## src/rtl/branch_resolve_queue.sv

```systemverilog
// In-order queue of in-flight branch predictions. Resolves the oldest entry against
// the execute outcome, emits a registered training packet and flushes on mispredict.
module branch_resolve_queue #(
    parameter int DEPTH = 8,
    parameter int PC_W  = 32,
    parameter int GHR_W = 12
) (
    input  logic                       clock,
    input  logic                       reset,
    input  logic                       pred_valid,
    input  logic [PC_W-1:0]            pred_pc,
    input  logic                       pred_taken,
    input  logic [GHR_W-1:0]           pred_ghr,
    output logic                       pred_ready,
    input  logic                       res_valid,
    input  logic                       res_taken,
    output logic                       upd_valid,
    output logic [PC_W-1:0]            upd_pc,
    output logic                       upd_taken,
    output logic [GHR_W-1:0]           upd_ghr,
    output logic                       correct,
    output logic                       mispredict,
    output logic [GHR_W-1:0]           restore_ghr,
    output logic [$clog2(DEPTH):0]     count
);
    localparam int PTR_W = $clog2(DEPTH);
    localparam int CNT_W = PTR_W + 1;

    logic [PC_W-1:0]  pc_mem    [DEPTH];
    logic             taken_mem [DEPTH];
    logic [GHR_W-1:0] ghr_mem   [DEPTH];

    logic [PTR_W-1:0] head;
    logic [PTR_W-1:0] tail;
    logic [CNT_W-1:0] count_n;
    logic             push;
    logic             pop;
    logic             hit;

    // Handshake: a push is taken on any edge where pred_valid && pred_ready; pred_ready
    // depends only on the registered count, so a same-cycle pop never frees a slot for
    // a push. res_valid has no ready: it is simply ignored while the queue is empty.
    assign pred_ready = (count != CNT_W'(DEPTH));
    assign push       = pred_valid && pred_ready;
    assign pop        = res_valid && (count != '0);
    assign hit        = (res_taken == taken_mem[head]);

    always_comb begin
        count_n = count;
        if (push && !pop)
            count_n = count + CNT_W'(1);
        else if (!push && pop)
            count_n = count - CNT_W'(1);
    end

    // Entry storage carries no reset; only pointers and count define validity.
    always_ff @(posedge clock) begin
        if (push) begin
            pc_mem[tail]    <= pred_pc;
            taken_mem[tail] <= pred_taken;
            ghr_mem[tail]   <= pred_ghr;
        end
    end

    always_ff @(posedge clock) begin
        if (reset) begin
            head  <= '0;
            tail  <= '0;
            count <= '0;
        end else if (pop && !hit) begin
            // Everything younger than the mispredicted branch is wrong-path, including
            // a push landing on this same edge.
            head  <= head + PTR_W'(1);
            tail  <= head + PTR_W'(1);
            count <= '0;
        end else begin
            if (push)
                tail <= tail + PTR_W'(1);
            if (pop)
                head <= head + PTR_W'(1);
            count <= count_n;
        end
    end

    always_ff @(posedge clock) begin
        if (reset) begin
            upd_valid   <= 1'b0;
            correct     <= 1'b0;
            mispredict  <= 1'b0;
            upd_pc      <= '0;
            upd_taken   <= 1'b0;
            upd_ghr     <= '0;
            restore_ghr <= '0;
        end else begin
            upd_valid  <= pop;
            correct    <= pop && hit;
            mispredict <= pop && !hit;
            if (pop) begin
                upd_pc      <= pc_mem[head];
                upd_taken   <= res_taken;
                upd_ghr     <= ghr_mem[head];
                restore_ghr <= {ghr_mem[head][GHR_W-2:0], res_taken};
            end
        end
    end
endmodule

```

## config.mk

```make
export PLATFORM = sky130hd
export DESIGN_NAME = branch_resolve_queue
export DESIGN_NICKNAME = d
export VERILOG_FILES = /design/src/rtl/branch_resolve_queue.sv
export SDC_FILE = /design/constraint.sdc
export NUM_CORES = 1
export LEC_CHECK = 0
export BUFFER_PORTS_ARGS = -buffer_cell sky130_fd_sc_hd__buf_4
export CORE_MARGIN = 1.5
export CORE_UTILIZATION = 41
export DETAILED_ROUTE_END_ITERATION = 10
export PLACE_DENSITY = 0.59
export SLEW_MARGIN = 15
export SYNTH_ARGS = -nofsm -noshare
export SYNTH_HDL_FRONTEND = slang
export SYNTH_SLANG_ARGS = --single-unit
```

## constraint.sdc

```tcl
create_clock -name clock -period 15.4 [get_ports clock]
set_input_delay 3.08 -clock clock [delete_from_list [all_inputs] [get_ports clock]]
set_output_delay 3.08 -clock clock [all_outputs]
set_load 0.03 [all_outputs]
```

# --- Word level (Yosys, flattened, before mapping) ---
# Memory sizes are Yosys's and may differ from the RTL's. A register that Yosys moved wholly into a read port is not among the register bits.
# Index checks and enable logic that the tools add are counted.
totals:
  register_bits: 38
  ramBits: 360
  in_bits: 50
  out_inout_bits: 65
  elab_cells: 44
  memories: 3
mem_list:
  columns: ["name", "depth", "width", "rd", "rd_ports_with_merged_regs", "wr", "line", "source"]
  rows:
  - ["pc_mem", 8, 32, 1, 1, 1, "29", "logic [PC_W-1:0] pc_mem [DEPTH];"]
  - ["ghr_mem", 8, 12, 1, 1, 1, "31", "logic [GHR_W-1:0] ghr_mem [DEPTH];"]
  - ["taken_mem", 8, 1, 1, 1, 1, "30", "logic taken_mem [DEPTH];"]
op_classes:
  addsub: 4
  n_eq_ne: 2
  n_mux: 12
  n_reduce_logical: 14
ops:
  columns: ["cell", "n"]
  rows:
  - ["$mux 3", 8]
  - ["$mux 4", 2]
  - ["$add 3x1->3 const B", 2]
  - ["$logic_and 1x1->1", 6]
  - ["$reduce_bool 2->1", 3]
  - ["$add 4x1->4 const B", 1]
  - ["$ne 4x4->1 const B", 1]
  - ["$reduce_bool 4->1", 1]
  - ["$sub 4x1->4 const B", 1]
  - ["$logic_not 1->1", 3]
  - ["$mux 1", 2]
  - ["$reduce_or 2->1", 1]
  - ["$eq 1x1->1", 1]

# --- Logic depth before layout (Yosys ltp) ---
depth:
  word_depth: 6
  ltp_mapped: 11
  depth_no_buf: 11

# --- Worst setup path before layout ---
# No wires, ideal clock.
synth_timing:
  path_kind: "input to register"
  start: "in pred_valid"
  end: "mem ghr_mem[0][0] (enable)"
  setup_ps: 559
  t_arrival_ps: 7463
  required_time_ps: 14841
  slack_ps: 7378
  cell_stages: 2
  path_buffers: 0
  cell_sequence: "nand2_2 -> nor4_1"
synth_via:
  elab_chain_cells: 3
synth_rtl:
  columns: ["item", "line", "source"]
  rows:
  - ["from (decl)", "10", "input logic pred_valid,"]
  - ["$logic_and 1x1->1", "44", "assign push = pred_valid && pred_ready;"]
  - ["$mux 1", "58", "if (push) begin"]
  - ["$mux 1 (implied by the code)", "61", "ghr_mem[tail] <= pred_ghr;"]
  - ["to (decl)", "31", null]
# Every way passes these cells.

# --- Final worst setup path ---
layout_timing:
  start: "in res_valid"
  end: "reg count[3]"
layout_via:
  elab_chain_cells: 4
layout_rtl:
  columns: ["item", "line", "source"]
  rows:
  - ["from (decl)", "15", "input logic res_valid,"]
  - ["$logic_and 1x1->1 *", "45", "assign pop = res_valid && (count != '0);"]
  - ["$logic_not 1->1", "50", "if (push && !pop)"]
  - ["$logic_and 1x1->1", "50", null]
  - ["$mux 4 or $reduce_bool 2->1 (tied branches)", null, null]
  - ["to (signal assigned)", "81", "count <= count_n;"]
  - ["to (decl)", "24", "output logic [$clog2(DEPTH):0] count"]
# Every way passes the cells marked *; elsewhere a longest branch is shown, timed or not.
# A chain may end at the register's enable or synchronous reset.

==> impl_metrics.yaml <==
outcome:
  run_status: "finished clean"
power:
  p_total_mw: 3.37
  leakagePower_nw: 5.98
  irDropWorstVdd_mv: 0.0864
  p_per_area_mw_per_mm2: 181
sta:
  report.final.slew_viol_count: 0
  finalCritPeriodShare: 0.341
  max_freq_mhz: 190
  rsz0062_at_grt: "no"
  fin_worst_skew_ns: 0.0109
  setup-violations-final: 0
  relSlewSlack: 0.268
  period_needed_ns: 5.25
  hold_ws_ns: 0.482
  fin_setup_tns_ns: 0
  hold_violations: 0
  final.setup.worst_slack_ns: 10.15
  tightest_slew_ns: 1.10
layout:
  fin_util: 0.492
  nFillCells: 3100
  drive_above_1_share: 0.326
  instances_no_fill: 1431
  nNetsFinal: 943
  insertedDiodeCount: 0
  areaGrowthSynthToFinish_pct: 17.9
  design_area_sq_mm: 0.0186
placed_design:
  hpwl_mm: 16.8
  dpl_cell_area_sq_mm: 0.0171
  gp_congestion: 0.689
  numPortBuffers: 114
  dp.cells: 1352
  place_ws_ns: 9.59
floorplan:
  ios: 115
  coreArea_sq_mm: 0.0378
  start_util: 0.417
  row_count: 71
  die_area_sq_mm: 0.0396
  fp.dieH_um: 199
  die_w_um: 199
clock_tree:
  cts_resized: 0
  postCtsSetupBuffers: 0
  cts_hold_buf: 0
  clkSinkCount: 421
  cts_tree: "yes"
  htree_levels: 2
  clock_latency_ns: 0.53
  numCtsBuffers: 44
  clockRootBuffer: "clkbuf_16"
  cts_buffer_depth: 3
  cts.reportedPaths.clkPinSlew_ns: 0.06
setup_path:
  worstPathMaxFanout: 94
  endpoint_kind: "flip-flop"
  criticalPathCategory: "in -> reg"
  start_kind: "input pin"
  worstPathRequired_ns: 15.87
  cp.arrival_ns: 5.72
route:
  top_layer: "met5"
  wl_met1_mm: 14.0
  wl_per_cell_um: 21.6
  vias_per_cell: 5.15
  drc: 0
  firstDrtPassIters: 4
  met3WireLength_mm: 1.38
  wl_met2_mm: 15.0
  drt_iter0_markers: 394
  vias: 7374
  wirelength_mm: 30.9
  antenna_left: 0
job:
  max_cap_violations: 0
logic_synthesis:
  synth_nets: 824
  yosys_warnings: 0
  ys_seq_elements: 421
  postSynthAreaPerCell_sq_um: 20.5
  synthesis.instances: 768
  seq_area_frac_synth: 0.763
  post_synth_num_cell_types: 34
  syn_area_sq_mm: 0.0158
global_route:
  grt_pass1_wl_mm: 47.8
  grt_max_degree: 95
  grtUsageTotal: 0.163
  grt-ovfl-total: 0
  antenna_found_initial: 2
  first_global_vias: 7882
worst_hold_path:
  hp-class: "reg -> reg"
-- layer usage --
layer,track usage,vias up
met3,0.0311,45
li1,-,3357
met5,0,-
met4,0.0455,4
met2,0.266,143
met1,0.224,3825
-- cell type report --
type / instances / area (sq um) / area share
flip-flops and latches: 421 / 12000 / 0.648
inverters: 3 / 11.3 / 0.000606
repair buffers: 127 / 953 / 0.0513
multi-input cells: 290 / 3490 / 0.188
well taps: 511 / 639 / 0.0344
clock inverters: 20 / 231 / 0.0125
clock buffers: 59 / 1210 / 0.0651
-- cells in the final DEF, fill, tap and decap left out, types with 2 or more instances in the layout --
master       n
edfxtp_1   360
buf_4      127
mux4_2      89
dfxtp_1     57
nor2_1      55
mux2i_1     50
clkbuf_16   45
a211oi_1    44
clkbuf_1    11
clkinv_2     9
nand2_1      7
xnor2_1      7
a21oi_1      5
ha_1         5
bufinv_16    5
nor3_2       4
nand2b_1     3
nor2_4       3
clkinv_1     3
clkbuf_8     3
inv_2        2
xor2_1       2
a211oi_2     2
dfxtp_2      2
dfxtp_4      2
-- logic make-up after synthesis --
| family | share of synthesized area |
|---|---|
| flops | 0.763 |
| buf+inv | 0.0184 |
| mux | 0.161 |
| compound gates | 0.0256 |
| fa+ha+maj | 0.00524 |
| xor+xnor | 0.00500 |
| simple gates | 0.0212 |
-- path summary, 6_finish.rpt --
check | end | slack (ns) | start | cells after the start
max | count[3] | 10.15 | res_valid | 12
min | restore_ghr[0] | 0.48 | restore_ghr[0] | 2
max reg2reg | count[3] | 12.25 | count[0] | 11
min reg2reg | restore_ghr[0] | 0.48 | restore_ghr[0] | 2
-- Yosys cell counts (all sizes together) --
library cell	n	area share
or4b	1	0.00064
or3	1	0.00040
a21o	1	0.00048
edfxtp	360	0.69
ha	5	0.0040
xnor2	7	0.0039
nor2	58	0.014
and2	1	0.00040
nor4	1	0.00040
a211oi	46	0.023
nand2	8	0.0021
a21oi	5	0.0016
o41a	1	0.00071
nor3	5	0.0016
o21ai	1	0.00032
clkbuf	25	0.0060
mux2	1	0.00071
nand2b	3	0.0012
buf	29	0.012
fa	1	0.0013
inv	3	0.00071
dfxtp	61	0.077
mux4	89	0.13
xor2	2	0.0011
nand3	1	0.00032
or2	1	0.00040
mux2i	51	0.033
-- worst max-delay path, stage by stage --
cell	delay (ns)
buf_4	0.08
o41a_2	0.12
buf_4	0.75
inv_2	0.16
ha_1	0.28
inv_1	0.12
ha_1	0.25
a21o_1	0.17
a21oi_1	0.18
xnor2_1	0.09
or3_1	0.30
a21oi_1	0.14
-- where the power goes --
group	internal [mW]	leakage [nW]	total [mW]	switching, mW
clock	0.635	0.708	1.05	0.418
sequential	1.41	3.77	1.53	0.117
combinational	0.354	1.50	0.791	0.437
-- flip-flops by register name, indices dropped and copies added (netlist names), 3 cells and up, named ones only --
name and count:
count 4, ghr_mem 96, head 3, pc_mem 256, tail 3, taken_mem 8
upd_ghr 12, upd_pc 32
Note: power is estimated with default switching activity, not from simulation.
